File: src/rtl/approximate_adder_vl.sv
// Segmented carry-speculative adder with a valid/ready handshake and variable latency.
// An approximate result comes back in 1 cycle; accurate mode repairs a misprediction in a 2nd cycle.
//
// state     | meaning
// S_EMPTY   | no result held, ready for operands
// S_FULL    | result held, out_valid=1
// S_CORRECT | operands latched, exact result loads next edge
module approximate_adder_vl #(
  parameter int WIDTH = 16,
  parameter int SEG   = 4,
  parameter int CNT_W = 16
) (
  input  logic             clk,
  input  logic             rst,
  input  logic             in_valid,
  output logic             in_ready,
  input  logic [WIDTH-1:0] A,
  input  logic [WIDTH-1:0] B,
  input  logic             cin,
  input  logic             mode,
  output logic [WIDTH-1:0] sum,
  output logic             cout,
  output logic             err,
  output logic             corrected,
  output logic             out_valid,
  input  logic             out_ready,
  input  logic             err_clr,
  output logic [CNT_W-1:0] err_count
);

  localparam int NSEG = WIDTH / SEG;

  typedef enum logic [1:0] {S_EMPTY, S_FULL, S_CORRECT} state_t;

  state_t           r_state;
  state_t           w_next;
  logic [WIDTH-1:0] r_a;
  logic [WIDTH-1:0] r_b;
  logic             r_cin;

  logic [WIDTH:0]   w_approx;
  logic [WIDTH:0]   w_exact;
  logic [WIDTH:0]   w_exact_lat;
  logic [SEG:0]     w_seg_full;
  logic [SEG:0]     w_seg_gen;
  logic             w_spec_c;
  logic             w_err;
  logic             w_accept;
  logic             w_fix;

  // Each segment's carry-in is the generate-only carry of the segment below it.
  always_comb begin
    w_approx   = '0;
    w_seg_full = '0;
    w_seg_gen  = '0;
    w_spec_c   = cin;
    for (int k = 0; k < NSEG; k++) begin
      w_seg_full = {1'b0, A[k*SEG +: SEG]} + {1'b0, B[k*SEG +: SEG]} + {{SEG{1'b0}}, w_spec_c};
      w_seg_gen  = {1'b0, A[k*SEG +: SEG]} + {1'b0, B[k*SEG +: SEG]};
      w_approx[k*SEG +: SEG] = w_seg_full[SEG-1:0];
      if (k == NSEG-1) w_approx[WIDTH] = w_seg_full[SEG];
      w_spec_c = w_seg_gen[SEG];
    end
  end

  assign w_exact     = {1'b0, A} + {1'b0, B} + {{WIDTH{1'b0}}, cin};
  assign w_exact_lat = {1'b0, r_a} + {1'b0, r_b} + {{WIDTH{1'b0}}, r_cin};
  assign w_err       = (w_approx != w_exact);
  assign w_accept    = in_valid & in_ready;
  assign w_fix       = mode & w_err;

  always_ff @(posedge clk or posedge rst) begin
    if (rst) r_state <= S_EMPTY;
    else     r_state <= w_next;
  end

  always_comb begin
    w_next = r_state;
    case (r_state)
      S_EMPTY:   if (w_accept) w_next = w_fix ? S_CORRECT : S_FULL;
      S_FULL: begin
        if (w_accept)       w_next = w_fix ? S_CORRECT : S_FULL;
        else if (out_ready) w_next = S_EMPTY;
      end
      S_CORRECT: w_next = S_FULL;
      default:   w_next = S_EMPTY;
    endcase
  end

  always_comb begin
    in_ready  = (r_state == S_EMPTY) | ((r_state == S_FULL) & out_ready);
    out_valid = (r_state == S_FULL);
  end

  always_ff @(posedge clk or posedge rst) begin
    if (rst) begin
      sum       <= '0;
      cout      <= 1'b0;
      err       <= 1'b0;
      corrected <= 1'b0;
      r_a       <= '0;
      r_b       <= '0;
      r_cin     <= 1'b0;
    end else if (r_state == S_CORRECT) begin
      sum       <= w_exact_lat[WIDTH-1:0];
      cout      <= w_exact_lat[WIDTH];
      err       <= 1'b1;
      corrected <= 1'b1;
    end else if (w_accept) begin
      if (w_fix) begin
        r_a   <= A;
        r_b   <= B;
        r_cin <= cin;
      end else begin
        sum       <= w_approx[WIDTH-1:0];
        cout      <= w_approx[WIDTH];
        err       <= w_err;
        corrected <= 1'b0;
      end
    end
  end

  always_ff @(posedge clk or posedge rst) begin
    if (rst)
      err_count <= '0;
    else if (err_clr)
      err_count <= '0;
    else if (w_accept && w_err && (err_count != {CNT_W{1'b1}}))
      err_count <= err_count + {{(CNT_W-1){1'b0}}, 1'b1};
  end

endmodule

File: config.mk
export PLATFORM = sky130hd
export DESIGN_NAME = approximate_adder_vl
export DESIGN_NICKNAME = d
export VERILOG_FILES = /design/src/rtl/approximate_adder_vl.sv
export SDC_FILE = /design/constraint.sdc
export NUM_CORES = 1
export LEC_CHECK = 0
export ABC_AREA = 0
export CORE_MARGIN = 2
export CORE_UTILIZATION = 30
export DETAILED_ROUTE_END_ITERATION = 12
export PLACE_DENSITY_LB_ADDON = 0.08
export SYNTH_ARGS = -nofsm -noshare
export SYNTH_HDL_FRONTEND = slang
export SYNTH_SLANG_ARGS = --single-unit
File: constraint.sdc
create_clock -name clk -period 2.45 [get_ports clk]
set_input_delay 0.245 -clock clk [delete_from_list [all_inputs] [get_ports clk]]
set_output_delay 0.245 -clock clk [all_outputs]
set_load 0.02 [all_outputs]
==> run summary <==
Relative slew margins = 0.590
minimum clock period = 4.05 ns
Synth async-reset ratio = 1.00
worst-path cell chain = buf_8, ha_4, fa_2, a21o_1, a21oi_2, fa_2, fa_2, xor2_2, a31o_2, a2111oi_4, nand4_1, or4_4, nor3b_4, nor3_4, buf_12, buf_12, mux2_4
leak pwr = 3.65 nW
deepest clock path buffer count = 2
synth warn = 0
VDD IR max = 0.467 mV
Setup CP Type = primary input to flip-flop
Max-Cap Viols = 0
H-tree Lvls = 3
post-synthesis compound-gate area fraction = 0.171
Cells after Synth = 545
IO Pins = 76
fin crit share = 1.65
Final setup viols = 70
Max stage delay on crit path = 0.48 ns
synthesized cell area = 0.00538 sq mm
largest net degree at the start of global routing = 71
CTS tree = done
Placement Setup Slack = -2.32 ns
Syn-to-layout area delta = 53.7%
layout cells sized above 1 = 0.354
Initial Utilization = 0.309
Port Buffers = 75
Final ANT Viol Nets = 0
main combinational cell family by area after synthesis = simple AND/OR/NAND/NOR gates
crit-path max FO = 8
Post-DP Area = 0.00743 sq mm
layout net count = 858
Clock Sinks = 70
DIE AREA = 0.0190 sq mm
Critical-path top delay cell = fa_2
Critical Path Start = A[8]
Tightest Pin Transition = 0.607 ns
Post-Layout Inst Area = 0.00828 sq mm
RSZ-0062 raised after global routing = yes
Die Span Y = 138 um
post-synthesis net count = 632
clk_lat worst skew = 0.34 ns
Final Slew Violations = 0
DRT Pass-1 Iters = 4
worst setup margin = -1.60 ns
power per cell area = 735 mW/mm^2
reg-to-reg slack, setup = -0.73 ns
Post-route DRC = 0
clk_skew = 0.00785 ns
chip width = 138 um
post-layout util = 0.475
Inserted Diodes = 0
core box area = 0.0174 sq mm
# hold bufs at CTS = 0
Hold Vio Cnt, Final = 0
TritonCTS Buffers = 9
setup tns final = -102.49 ns
first-pass GRT wire length = 27800 um
DR vias/cell = 5.06
vias in the first global route = 5297
Adder-Cell Fraction of Synth Area = 0.124
initial antenna violation count = 0
RD Place Congestion = 0.854
failing checks = setup timing
vias post-DR = 5064
Detailed Route Iter0 Violations = 231
Core Rows = 48
global-route usage over all layers = 0.191
Total Wirelength = 17000 um
Yosys cell types = 64
Root Driver = clkbuf_16
endpoint class of the critical path = flip-flop
Synth Area in Simple Gates = 0.173
PnR Total Power = 6.08 mW
startpoint types = primary input
CP dominant cell by count = fa_2
DP HPWL = 12800 um
min-delay src = A[8]
average cell area after synthesis = 9.88 sq um
reg-to-reg startpoint = r_a[0]
grt total ovfl = 0
#FFs+latches synth = 70
mux contribution to synthesized area = 0.112
Seq/Total Area, Yosys = 0.325
Worst Path Arrival = 4.28 ns
fraction of synthesized cell area in xor and xnor cells = 0.0553
top_reg_cell synth = dfrtp_1
number of flops mapped to enable cells by yosys = 0
routed length per instance = 17.0 um
required time worst endpoint = 2.67 ns
CTS clk-pin slew, worst paths = 0.05 ns
Max Freq = 247 MHz
type of the tightest min-delay check = primary input to flip-flop
status = complete, but fails checks
-- flip-flops by register name, summed over array words and instances (netlist names) --
register and count:
sum 16, r_cin 1, corrected 1, r_b 16, err_count 16, cout 1
err 1, r_state 2, r_a 16
-- timing repair --
item	4_1_cts	5_1_grt
setup buffers	19	4
gates cloned	4	0
gates resized for setup	83	18
setup endpoints to repair	70	70
pin swaps	38	21
-- cells in the final DEF, fill, tap and decap left out, types with 9 or more instances in the layout --
| cell | n |
|---|---|
| o21ai_0 | 14 |
| nand2_1 | 29 |
| ha_1 | 34 |
| o211ai_1 | 9 |
| a21o_1 | 9 |
| nand2b_1 | 9 |
| xnor2_1 | 19 |
| dfrtp_1 | 70 |
| nor2_1 | 29 |
| nand3_1 | 24 |
| xor2_1 | 12 |
| nor2b_1 | 16 |
| clkbuf_16 | 9 |
| a21oi_1 | 31 |
| buf_4 | 138 |
| inv_1 | 23 |
| mux2_2 | 10 |
| buf_6 | 12 |
| clkdlybuf4s50_1 | 63 |
| mux2_4 | 29 |
-- layout make-up --
cell class / count / area [sq um]
repair buffers: 233 / 2090
multi-input cells: 429 / 3760
inverters: 28 / 105
flip-flops and latches: 70 / 1750
well taps: 225 / 282
clock buffers: 12 / 236
fillers: 1667 / 9140
clock inverters: 4 / 47.5
-- path summary, 6_finish.rpt --
| path | to | cells after the start |
|---|---|---|
| min in group asynchronous | err_count[5] | 3 |
| max in group asynchronous | r_a[3] | 3 |
| min | r_a[8] | 2 |
| max reg2reg | cout | 14 |
| max | r_a[8] | 17 |
| min reg2reg | corrected | 2 |
-- critical path: cells and delay by family --
kind | cells | cell delay, ns
and+or+nand+nor | 4 | 0.98
AOI/OAI and AO/OA | 4 | 0.91
muxes | 1 | 0.30
buffers and inverters | 3 | 0.39
adders and majority gates | 4 | 1.25
xor gates and xnor gates | 1 | 0.20
-- power breakdown --
part           switching [mW]  leakage (nW)  internal [mW]
clock network           0.529         0.137          0.787
logic                    1.47          2.65           1.67
registers               0.187         0.864           1.43
-- kinds of logic (layout without fill, tap and decap cells) --
kind of cell,count (synthesis),after routing
flops,70,70
compound gates,133,133
xor+xnor,34,34
mux,45,45
simple gates,169,169
buf+inv,46,277
fa+ha+maj,48,48
-- cell usage after synthesis (all sizes together) (7+ instances only) --
library cell	n	share of area
nand2	29	0.020
inv	28	0.020
dfrtp	70	0.33
nor3	8	0.0095
xnor2	21	0.034
nand3	27	0.025
or4	9	0.014
buf	7	0.013
ha	39	0.091
o211ai	9	0.013
nand2b	9	0.010
nor2	30	0.021
clkbuf	11	0.0077
nor2b	16	0.019
o21ai	19	0.018
fa	9	0.033
a21o	9	0.013
xor2	13	0.021
mux2	39	0.10
o31ai	7	0.0098
a21oi	37	0.034
-- per-layer routing --
metal / GRT usage / share of wire / vias up
li1: - / - / 2469
met1: 0.258 / 0.47 / 2492
met2: 0.319 / 0.48 / 85
met3: 0.0194 / 0.034 / 18
met4: 0.0646 / 0.018 / 0
met5: 0 / 0 / -
-- metrics by stage --
| step | cells | hold slack (ns) |
|---|---|---|
| after CTS | 1000 | 0.137 |
| final | 1001 | 0.145 |
| after floorplan | 545 | 0.393 |
| after detailed placement | 961 | 0.465 |
| after global placement | 961 | 0.459 |
| after global routing | 1001 | 0.140 |
(Power assumes the default switching activity.)
